[src/rtl/axi_read_rr_arbiter.sv]
// axi_read_rr_arbiter
//   Merges the AR channels of NUM_MASTERS read masters onto one downstream AR
//   channel using round-robin arbitration. A single AR holding register feeds
//   the downstream channel. Every grant pushes the granted master index into an
//   in-order grant FIFO. The R channel is routed to the master at the FIFO head.
//   Memory is assumed to return bursts in AR order.
// Ports
//   clk, rst                  clock, synchronous active-high reset
//   m_ar{valid,ready,id,len,addr}  per-master AR channels (flattened vectors)
//   m_r{valid,ready}          per-master R handshake
//   m_r{last,id,data}         broadcast copies of the downstream R payload
//   s_ar*, s_r*               downstream AR / R channels
//   outstanding               bursts granted but not yet completed
//   err_unexp_r               sticky: R beat seen while the grant FIFO was empty
module axi_read_rr_arbiter #(
  parameter int NUM_MASTERS = 3,
  parameter int ADDR_WIDTH  = 32,
  parameter int DATA_WIDTH  = 32,
  parameter int ID_WIDTH    = 4,
  parameter int LEN_WIDTH   = 4,
  parameter int OUTSTANDING = 4
) (
  input  logic                              clk,
  input  logic                              rst,
  input  logic [NUM_MASTERS-1:0]            m_arvalid,
  output logic [NUM_MASTERS-1:0]            m_arready,
  input  logic [NUM_MASTERS*ID_WIDTH-1:0]   m_arid,
  input  logic [NUM_MASTERS*LEN_WIDTH-1:0]  m_arlen,
  input  logic [NUM_MASTERS*ADDR_WIDTH-1:0] m_araddr,
  output logic [NUM_MASTERS-1:0]            m_rvalid,
  input  logic [NUM_MASTERS-1:0]            m_rready,
  output logic                              m_rlast,
  output logic [ID_WIDTH-1:0]               m_rid,
  output logic [DATA_WIDTH-1:0]             m_rdata,
  output logic                              s_arvalid,
  input  logic                              s_arready,
  output logic [ID_WIDTH-1:0]               s_arid,
  output logic [LEN_WIDTH-1:0]              s_arlen,
  output logic [ADDR_WIDTH-1:0]             s_araddr,
  input  logic                              s_rvalid,
  output logic                              s_rready,
  input  logic                              s_rlast,
  input  logic [ID_WIDTH-1:0]               s_rid,
  input  logic [DATA_WIDTH-1:0]             s_rdata,
  output logic [$clog2(OUTSTANDING):0]      outstanding,
  output logic                              err_unexp_r
);

  localparam int IDX_W = (NUM_MASTERS > 1) ? $clog2(NUM_MASTERS) : 1;
  localparam int PTR_W = $clog2(OUTSTANDING);
  localparam int CNT_W = PTR_W + 1;

  typedef enum logic [0:0] {
    AR_IDLE = 1'b0,
    AR_HOLD = 1'b1
  } ar_state_e;

  ar_state_e             ar_state_q, ar_state_d;
  logic [ID_WIDTH-1:0]   ar_id_q, ar_id_d;
  logic [LEN_WIDTH-1:0]  ar_len_q, ar_len_d;
  logic [ADDR_WIDTH-1:0] ar_addr_q, ar_addr_d;
  logic [IDX_W-1:0]      rr_q, rr_d;
  logic [IDX_W-1:0]      fifo_q [OUTSTANDING];
  logic [IDX_W-1:0]      fifo_d [OUTSTANDING];
  logic [PTR_W-1:0]      wr_ptr_q, wr_ptr_d;
  logic [PTR_W-1:0]      rd_ptr_q, rd_ptr_d;
  logic [CNT_W-1:0]      cnt_q, cnt_d;
  logic                  err_q, err_d;

  logic                  full_s;
  logic                  empty_s;
  logic                  ar_free_s;
  logic                  grant_s;
  logic                  req_found_s;
  logic [IDX_W-1:0]      gnt_idx_s;
  logic [IDX_W:0]        cand_s;
  logic [IDX_W-1:0]      head_s;
  logic                  pop_s;

  assign full_s  = (cnt_q == CNT_W'(OUTSTANDING));
  assign empty_s = (cnt_q == {CNT_W{1'b0}});
  assign head_s  = fifo_q[rd_ptr_q];

  // Round-robin search: first requester at or after rr_q, wrapping modulo NUM_MASTERS.
  always_comb begin
    req_found_s = 1'b0;
    gnt_idx_s   = {IDX_W{1'b0}};
    cand_s      = {(IDX_W+1){1'b0}};
    for (int i = 0; i < NUM_MASTERS; i++) begin
      cand_s = {1'b0, rr_q} + (IDX_W+1)'(i);
      if (cand_s >= (IDX_W+1)'(NUM_MASTERS)) begin
        cand_s = cand_s - (IDX_W+1)'(NUM_MASTERS);
      end else begin
        cand_s = cand_s;
      end
      if (!req_found_s && m_arvalid[cand_s[IDX_W-1:0]]) begin
        req_found_s = 1'b1;
        gnt_idx_s   = cand_s[IDX_W-1:0];
      end else begin
        req_found_s = req_found_s;
      end
    end
  end

  // AR next-state: the holding register may take a new request when empty or
  // draining this cycle; a pop in the same cycle does not free a FIFO slot.
  always_comb begin
    ar_state_d = ar_state_q;
    ar_id_d    = ar_id_q;
    ar_len_d   = ar_len_q;
    ar_addr_d  = ar_addr_q;
    rr_d       = rr_q;
    case (ar_state_q)
      AR_IDLE: ar_free_s = 1'b1;
      AR_HOLD: ar_free_s = s_arready;
      default: ar_free_s = 1'b0;
    endcase
    grant_s = ar_free_s && !full_s && req_found_s;
    if (grant_s) begin
      ar_state_d = AR_HOLD;
      ar_id_d    = m_arid[gnt_idx_s*ID_WIDTH +: ID_WIDTH];
      ar_len_d   = m_arlen[gnt_idx_s*LEN_WIDTH +: LEN_WIDTH];
      ar_addr_d  = m_araddr[gnt_idx_s*ADDR_WIDTH +: ADDR_WIDTH];
      if (gnt_idx_s == IDX_W'(NUM_MASTERS - 1)) begin
        rr_d = {IDX_W{1'b0}};
      end else begin
        rr_d = gnt_idx_s + IDX_W'(1);
      end
    end else if ((ar_state_q == AR_HOLD) && s_arready) begin
      ar_state_d = AR_IDLE;
    end else begin
      ar_state_d = ar_state_q;
    end
  end

  // One-hot master AR ready for the granted master.
  always_comb begin
    m_arready = {NUM_MASTERS{1'b0}};
    for (int i = 0; i < NUM_MASTERS; i++) begin
      m_arready[i] = grant_s && (gnt_idx_s == IDX_W'(i));
    end
  end

  // R routing to the FIFO-head owner; beats with an empty FIFO are stalled.
  always_comb begin
    m_rvalid = {NUM_MASTERS{1'b0}};
    for (int i = 0; i < NUM_MASTERS; i++) begin
      m_rvalid[i] = s_rvalid && !empty_s && (head_s == IDX_W'(i));
    end
    s_rready = !empty_s && m_rready[head_s];
    pop_s    = s_rvalid && s_rready && s_rlast;
  end

  // Grant FIFO write, pointer and occupancy update, sticky error.
  always_comb begin
    fifo_d   = fifo_q;
    wr_ptr_d = wr_ptr_q;
    rd_ptr_d = rd_ptr_q;
    if (grant_s) begin
      fifo_d[wr_ptr_q] = gnt_idx_s;
      wr_ptr_d         = wr_ptr_q + PTR_W'(1);
    end else begin
      wr_ptr_d = wr_ptr_q;
    end
    if (pop_s) begin
      rd_ptr_d = rd_ptr_q + PTR_W'(1);
    end else begin
      rd_ptr_d = rd_ptr_q;
    end
    case ({grant_s, pop_s})
      2'b10:   cnt_d = cnt_q + CNT_W'(1);
      2'b01:   cnt_d = cnt_q - CNT_W'(1);
      default: cnt_d = cnt_q;
    endcase
    err_d = err_q | (s_rvalid & empty_s);
  end

  // State registers with synchronous reset.
  always_ff @(posedge clk) begin
    if (rst) begin
      ar_state_q <= AR_IDLE;
      ar_id_q    <= {ID_WIDTH{1'b0}};
      ar_len_q   <= {LEN_WIDTH{1'b0}};
      ar_addr_q  <= {ADDR_WIDTH{1'b0}};
      rr_q       <= {IDX_W{1'b0}};
      wr_ptr_q   <= {PTR_W{1'b0}};
      rd_ptr_q   <= {PTR_W{1'b0}};
      cnt_q      <= {CNT_W{1'b0}};
      err_q      <= 1'b0;
      for (int i = 0; i < OUTSTANDING; i++) begin
        fifo_q[i] <= {IDX_W{1'b0}};
      end
    end else begin
      ar_state_q <= ar_state_d;
      ar_id_q    <= ar_id_d;
      ar_len_q   <= ar_len_d;
      ar_addr_q  <= ar_addr_d;
      rr_q       <= rr_d;
      wr_ptr_q   <= wr_ptr_d;
      rd_ptr_q   <= rd_ptr_d;
      cnt_q      <= cnt_d;
      err_q      <= err_d;
      fifo_q     <= fifo_d;
    end
  end

  assign s_arvalid   = (ar_state_q == AR_HOLD);
  assign s_arid      = ar_id_q;
  assign s_arlen     = ar_len_q;
  assign s_araddr    = ar_addr_q;
  assign m_rlast     = s_rlast;
  assign m_rid       = s_rid;
  assign m_rdata     = s_rdata;
  assign outstanding = cnt_q;
  assign err_unexp_r = err_q;

endmodule

[config.mk]
export PLATFORM = sky130hd
export DESIGN_NAME = axi_read_rr_arbiter
export DESIGN_NICKNAME = d
export VERILOG_FILES = /design/src/rtl/axi_read_rr_arbiter.sv
export SDC_FILE = /design/constraint.sdc
export NUM_CORES = 1
export LEC_CHECK = 0
export CORE_MARGIN = 2
export CORE_UTILIZATION = 39
export DETAILED_ROUTE_END_ITERATION = 8
export PLACE_DENSITY = 0.93
export SLEW_MARGIN = 20
export SYNTH_ARGS = -nofsm -noshare
export SYNTH_HDL_FRONTEND = slang
export SYNTH_SLANG_ARGS = --single-unit
[constraint.sdc]
create_clock -name clk -period 5.55 [get_ports clk]
set_input_delay 0.555 -clock clk [delete_from_list [all_inputs] [get_ports clk]]
set_output_delay 0.555 -clock clk [all_outputs]
set_load 0.1 [all_outputs]
; ---- After elaboration in Yosys (flattened, before gate mapping)
; Cells that the tools add are included.
[totals]
register_bits = 59
latch_bits = 0
ramBits = 0
romBits = 0
inputBits = 167
output_inout_bits = 89
elab_cells = 101
memories = 0
[op_classes]
addsub = 10
n_mul = 0
n_div = 0
order_cmp = 10
eq_ne = 7
n_shift = 3
muxes = 28
bitwise = 5
reduce_logical = 25
[ops]
columns = operator, count
row1 = $shiftx 96x8->32, 1
row2 = $shiftx 12x5->4, 2
row3 = $mux 2, 10
row4 = $logic_and 1x1->1, 16
row5 = $lt 2x3->1 const B, 4
row6 = $mux 1, 9
row7 = $bmux 1 s2, 4
row8 = $bwmux 8, 1
row9 = $add 2x1->2 const B, 3
row10 = $eq 2x1->1 const B, 3
row11 = $eq 2x2->1 const B, 3
row12 = $ge 3x2->1 const B, 2
row13 = $ge 3x3->1 const B, 2
row14 = $not 2->3, 2
row15 = $pmux 3 s2, 1
row16 = $sub 2x2->2 const B, 3
row17 = $bmux 2 s2, 1
row18 = $demux 2 s2, 1
row19 = $logic_not 1->1, 4
row20 = $logic_not 2->1, 2
row21 = $reduce_bool 2->1, 2
row22 = $add 2x1->3 const B, 1
row23 = $add 2x2->3 const B, 1
row24 = $add 3x1->3 const B, 1
row25 = 9 further kinds, 9

; ---- Longest topological paths before layout
[depth]
ltp_word = 14
ltp_mapped = 15
ltp_nobuf = 12

; ---- Least setup slack after synthesis
; No wires, ideal clock.
[synth_path]
kind = flip-flop to output port
startpoint = register cnt_q[0] (netlist: outstanding[0])
endpoint = output m_rvalid[2]
t_arrival_ps = 3681
required_ps = 4995
slack_ps = 1314
path_stages_with_launch = 4
n_path_buf = 0
cell_sequence = dfxtp_1 > nor3_1 > nand2b_1 > nor3b_1
[synth_between]
elab_chain_len = 4
[synth_lines]
columns = element, line
row1 = from (decl), 67  ; logic [CNT_W-1:0] cnt_q, cnt_d;
row2 = from (signal assigned), 188  ; cnt_q <= {CNT_W{1'b0}};
row3 = from (signal assigned), 201  ; cnt_q <= cnt_d;
row4 = $logic_not 3->1, 81  ; assign empty_s = (cnt_q == {CNT_W{1'b0}});
row5 = $logic_not 1->1, 148  ; m_rvalid[i] = s_rvalid && !empty_s && (head_s == IDX_W'(i));
row6 = $logic_and 1x1->1 (2 in a row), 148
row7 = to (decl), 30  ; output logic [NUM_MASTERS-1:0] m_rvalid,
; No other way between the ends.

; ---- Worst setup path after layout
[layout_path]
startpoint = register rr_q[0]
endpoint = output m_arready[2]
[layout_between]
elab_chain_len = 13
word_cells_on_any_way = 30
[layout_lines]
columns = element, line
row1 = from (decl), 62  ; logic [IDX_W-1:0] rr_q, rr_d;
row2 = from (signal assigned), 185  ; rr_q <= {IDX_W{1'b0}};
row3 = from (signal assigned), 198  ; rr_q <= rr_d;
row4 = branches (longest 12 deep; another with $add 2x1->3), --
row5 = $logic_and 1x1->1 *, 140  ; m_arready[i] = grant_s && (gnt_idx_s == IDX_W'(i));
row6 = to (decl), 26  ; output logic [NUM_MASTERS-1:0] m_arready,
; Every way passes the cells marked *. The select of a mux whose other input is x is not followed.

==> impl_results.html <==
<table>
<tr><th>Metric</th><th>Value</th></tr>
<tr><th colspan="2">Status</th></tr>
<tr><td>Result of the run</td><td>completed</td></tr>
<tr><th colspan="2">GRT</th></tr>
<tr><td>Pin count of the biggest net entering global routing</td><td>a little under 80</td></tr>
<tr><td>GRT Total Usage</td><td>0.215</td></tr>
<tr><td>Via count of the first global-routing pass</td><td>3637</td></tr>
<tr><td>Number of antenna violations at the first check in global routing</td><td>0</td></tr>
<tr><td>Wire length of the first global-routing pass</td><td>around 17000 um</td></tr>
<tr><td>Gr ovfl total</td><td>0</td></tr>
<tr><th colspan="2">CTS</th></tr>
<tr><td>Max clock buf depth</td><td>2</td></tr>
<tr><td>Number of levels in the clock H-tree</td><td>3</td></tr>
<tr><td>TritonCTS Buffers</td><td>9</td></tr>
<tr><td>Post-CTS Setup Bufs</td><td>0</td></tr>
<tr><td>Clock tree from TritonCTS</td><td>done</td></tr>
<tr><td>Clock tree root buffer cell</td><td>clkbuf_8</td></tr>
<tr><td>Number of hold buffers added after cts</td><td>0</td></tr>
<tr><td>Resized cells post-CTS</td><td>0</td></tr>
<tr><td>Clock transition at the registers of the reported paths</td><td>~0.070 ns</td></tr>
<tr><td>Clock insertion delay at the later pin of the skew report</td><td>between 0.3 and 0.4 ns</td></tr>
<tr><td>CTS sink cnt</td><td>between 50 and 60</td></tr>
<tr><th colspan="2">Setup path</th></tr>
<tr><td>Worst R2R Start</td><td>rr_q[0]</td></tr>
<tr><td>Arrival @ worst endpoint</td><td>~3.6 ns</td></tr>
<tr><td>Critical path start-end classification</td><td>reg2out</td></tr>
<tr><td>Total buffers and inverters traversed by the critical path</td><td>3</td></tr>
<tr><td>Reg2reg path depth</td><td>12</td></tr>
<tr><td>WP depth</td><td>8</td></tr>
<tr><td>Destination of the critical timing path</td><td>m_arready[2]</td></tr>
<tr><td>Launch point of the critical path</td><td>rr_q[0]</td></tr>
<tr><td>Maximum fanout encountered on the critical timing path</td><td>between 40 and 50</td></tr>
<tr><td>Worst setup slack for register-to-register paths</td><td>between 1.5 and 2 ns</td></tr>
<tr><td>Delay of the slowest cell on the worst path</td><td>roughly 0.98 ns</td></tr>
<tr><td>Element type at the critical path start</td><td>flip-flop</td></tr>
<tr><td>Standard cell with the maximum stage delay on the critical path</td><td>clkdlybuf4s50_1</td></tr>
<tr><td>Critical Path RT</td><td>around 5 ns</td></tr>
<tr><td>Reg2reg end</td><td>outstanding[2]</td></tr>
<tr><td>Crit-path cells</td><td>inv_1 &gt; ha_1 &gt; mux2i_1 &gt; o22ai_1 &gt; o31a_2 &gt; inv_6 &gt; nor2_1 &gt; clkdlybuf4s50_1</td></tr>
<tr><td>Type of element capturing the critical path</td><td>primary output</td></tr>
<tr><td>CP top delay family</td><td>buffers and inverters</td></tr>
<tr><th colspan="2">Layout</th></tr>
<tr><td>Number of inserted diodes</td><td>0</td></tr>
<tr><td>Layout-stage area growth over the synthesis result</td><td>47.9%</td></tr>
<tr><td>Most common library cell in the layout ignoring fill and taps</td><td>clkdlybuf4s50_1</td></tr>
<tr><td>Number of nets in the layout</td><td>between 700 and 800</td></tr>
<tr><td>Share of final-layout standard cells stronger than drive strength 1</td><td>0.108</td></tr>
<tr><td>Most frequent cells in the layout</td><td>clkdlybuf4s50_1, dfxtp_1, nor2_1, a221oi_1, a211oi_1</td></tr>
<tr><th colspan="2">Yosys</th></tr>
<tr><td>Share of the synthesized netlist area taken by xor and xnor gates</td><td>0.0118</td></tr>
<tr><td>Area fraction in compound gates after synthesis</td><td>0.275</td></tr>
<tr><td>Combined area of all synthesized cells</td><td>between 0.003 and 0.004 sq mm</td></tr>
<tr><td>Area share of the leading cell type in the synthesized netlist</td><td>0.318</td></tr>
<tr><td>Simple logic cell fraction of the synthesized area</td><td>0.167</td></tr>
<tr><td>Number of warnings printed during yosys synthesis</td><td>0</td></tr>
<tr><td>Count of distinct cell types in the synthesized netlist</td><td>48</td></tr>
<tr><td>Syn Area/Cell</td><td>9.01 sq um</td></tr>
<tr><td>Flip-flop and latch count after synthesis</td><td>slightly below 60</td></tr>
<tr><td>Area share of fa/ha/maj cells after synthesis</td><td>0.0324</td></tr>
<tr><td>Post-synthesis mux area share</td><td>0.0499</td></tr>
<tr><td>EDFF count, synth</td><td>0</td></tr>
<tr><td>Net count after synthesis</td><td>between 500 and 600</td></tr>
<tr><td>Async set-reset flop share out of synthesis</td><td>0</td></tr>
<tr><td>Cell type contributing the most total cell area after synthesis</td><td>dfxtp_1</td></tr>
<tr><td>Combinational family with the most area after synthesis</td><td>compound AO/OA/AOI/OAI gates</td></tr>
<tr><td>Cells after synthesis</td><td>412</td></tr>
<tr><td>Dominant register cell in the synthesized netlist</td><td>dfxtp_1</td></tr>
<tr><td>Main area contributors after synthesis</td><td>dfxtp_1, buf_4, a221oi_1</td></tr>
<tr><td>Proportion of synthesized chip area in sequential cells</td><td>0.318</td></tr>
<tr><th colspan="2">STA</th></tr>
<tr><td>Pins Over Slew Limit</td><td>0</td></tr>
<tr><td>Worst Max-Slew Pin Slew</td><td>1.03 ns</td></tr>
<tr><td>Minimum hold slack</td><td>0.480 ns</td></tr>
<tr><td>Total count of hold-check failures in the final report</td><td>0</td></tr>
<tr><td>Total negative slack</td><td>0 ns</td></tr>
<tr><td>Ratio of final minimum period to clock period</td><td>0.752</td></tr>
<tr><td>Worst relative slew slack</td><td>0.312</td></tr>
<tr><td>Worst Skew</td><td>0.00967 ns</td></tr>
<tr><td>Final period demand of the worst path</td><td>approximately 4.2 ns</td></tr>
<tr><td>Highest clock frequency the design can meet</td><td>about 0.24 GHz</td></tr>
<tr><td>Final setup fails</td><td>0</td></tr>
<tr><td>Setup repair after global routing missed its margin</td><td>false</td></tr>
<tr><th colspan="2">Die</th></tr>
<tr><td>Die Ht</td><td>a little over 100 um</td></tr>
<tr><td>Number of placed I/O pins</td><td>approximately 260</td></tr>
<tr><td>Placement row count</td><td>35</td></tr>
<tr><td>Area enclosed by the die boundary</td><td>between 0.01 and 0.015 sq mm</td></tr>
<tr><td>DIE WIDTH</td><td>102 um</td></tr>
<tr><td>Initial core utilization</td><td>0.402</td></tr>
<tr><td>Core Region</td><td>approximately 0.0092 sq mm</td></tr>
<tr><th colspan="2">Pwr</th></tr>
<tr><td>Cell area power density</td><td>approximately 770 mW/mm^2</td></tr>
<tr><td>Cell leakage power</td><td>between 2 and 2.5 nW</td></tr>
<tr><td>VDD IR-drop max</td><td>approximately 0.67 mV</td></tr>
<tr><th colspan="2">Detailed routing</th></tr>
<tr><td>Routed vias</td><td>3695</td></tr>
<tr><td>Routed WL per cell</td><td>~17 um</td></tr>
<tr><td>Vias/cell</td><td>~5.5</td></tr>
<tr><td>Detailed-route wire length</td><td>around 12000 um</td></tr>
<tr><td>Number of optimization iterations in the first detailed-route pass</td><td>4</td></tr>
<tr><td>Post-detailed-route count of antenna-violating nets</td><td>0</td></tr>
<tr><td>DRC violation total after the first TritonRoute iteration</td><td>148</td></tr>
<tr><td>Number of DRC violations after detailed routing</td><td>0</td></tr>
<tr><th colspan="2">Placed design</th></tr>
<tr><td>Detailed Place HPWL</td><td>between 8000 and 9000 um</td></tr>
<tr><td>Final weighted congestion in routability-driven placement</td><td>~1.0</td></tr>
<tr><td>IO buf count</td><td>~180</td></tr>
<tr><th colspan="2">Hold path</th></tr>
<tr><td>Hold Path Origin</td><td>err_unexp_r</td></tr>
<tr><td>Instance count along the most critical hold path</td><td>2</td></tr>
<tr><td>Path class of the lowest-slack min-delay path</td><td>reg2reg</td></tr>
<tr><th colspan="2">Run</th></tr>
<tr><td>Max cap viols</td><td>0</td></tr>
</table>
-- final cells by class --
class	count	area, sq um
clock buffer	12	155
clock inverter	4	72.6
fill	794	3750
inverter	13	53.8
sequential	59	1180
multi-input combinational	268	2000
tap	129	161
timing repair buffer	189	1870
-- routing by layer --
metal,track usage,wire [um],up-vias,share of wire
li1,-,-,1730,-
met1,0.249,4640,1738,0.40
met2,0.380,5990,197,0.51
met3,0.0511,838,30,0.072
met4,0.0832,244,0,0.021
met5,0,0,-,0
-- cells in the mapped netlist (2+ instances only) --
cell type / n
a21oi_1: 11
mux2i_1: 11
nor3_1: 4
buf_2: 14
dfxtp_1: 59
inv_1: 12
o32ai_2: 9
buf_4: 44
o32ai_1: 8
o21ai_1: 2
a221oi_2: 12
xor2_1: 3
nor2_1: 58
nand2_1: 12
o21a_1: 2
nand2b_1: 20
buf_6: 3
o21ai_0: 3
a221oi_1: 28
a211oi_1: 24
ha_1: 8
clkbuf_1: 10
nor2b_1: 7
xnor2_1: 2
nand3_1: 23
-- state kept, by name, indices dropped and copies added (netlist names) --
| register | count |
|---|---|
| s_araddr | 32 |
| fifo_q | 8 |
| s_arid | 4 |
| s_arlen | 4 |
| outstanding | 3 |
| rd_ptr_q | 2 |
| rr_q | 2 |
| wr_ptr_q | 2 |
| err_unexp_r | 1 |
| s_arvalid | 1 |
-- worst register-to-register path, stage by stage (launching register included) --
cell and delay (ns):
dfxtp_1 0.39, inv_1 0.06, ha_1 0.53, mux2i_1 0.27, o22ai_1 0.20, o31a_2 0.43
inv_6 0.31, ha_1 0.27, inv_1 0.07, fa_1 0.37, xor2_1 0.16, or3_1 0.32
a21oi_1 0.14
-- report_power, final --
| group | leakage (nW) | internal (mW) | total, mW | switching, mW |
|---|---|---|---|---|
| Combinational | 1.47 | 0.893 | 3.07 | 2.17 |
| Clock | 0.113 | 0.277 | 0.452 | 0.175 |
| Sequential | 0.489 | 0.591 | 0.688 | 0.0970 |
-- cell families (layout without fill, tap and decap cells) --
kind of cell | count (synthesis) | in the layout
and+or+nand+nor | 131 | 131
DFF | 59 | 59
adders and majority gates | 9 | 9
xor gates and xnor gates | 5 | 5
AOI/OAI and AO/OA | 108 | 108
muxes | 15 | 15
buffers and inverters | 85 | 218
-- stage by stage --
stage / worst slack [ns] / cells / cell area (sq um) / power, mW / utilization
after floorplan: 1.31 / 412 / 3710 / 3.25 / -
after global placement: 1.67 / 658 / 5260 / 3.67 / 0.569
after detailed placement: 1.59 / 658 / 5260 / 3.75 / 0.569
after CTS: 1.40 / 674 / 5490 / 4.21 / 0.594
after global routing: 1.19 / 674 / 5490 / 4.42 / 0.594
final: 1.37 / 674 / 5490 / 4.21 / 0.594
-- how the worst min path moves through the flow --
| stage | to | slack [ns] |
|---|---|---|
| 2_1_floorplan | rr_q[1] | 0.45 |
| 3_3_place_gp | err_unexp_r | 0.45 |
| 6_report | err_unexp_r | 0.48 |
| 5_1_grt | err_unexp_r | 0.52 |
| 3_5_place_dp | err_unexp_r | 0.46 |
| 4_1_cts | err_unexp_r | 0.48 |
(Power assumes the default switching activity.)
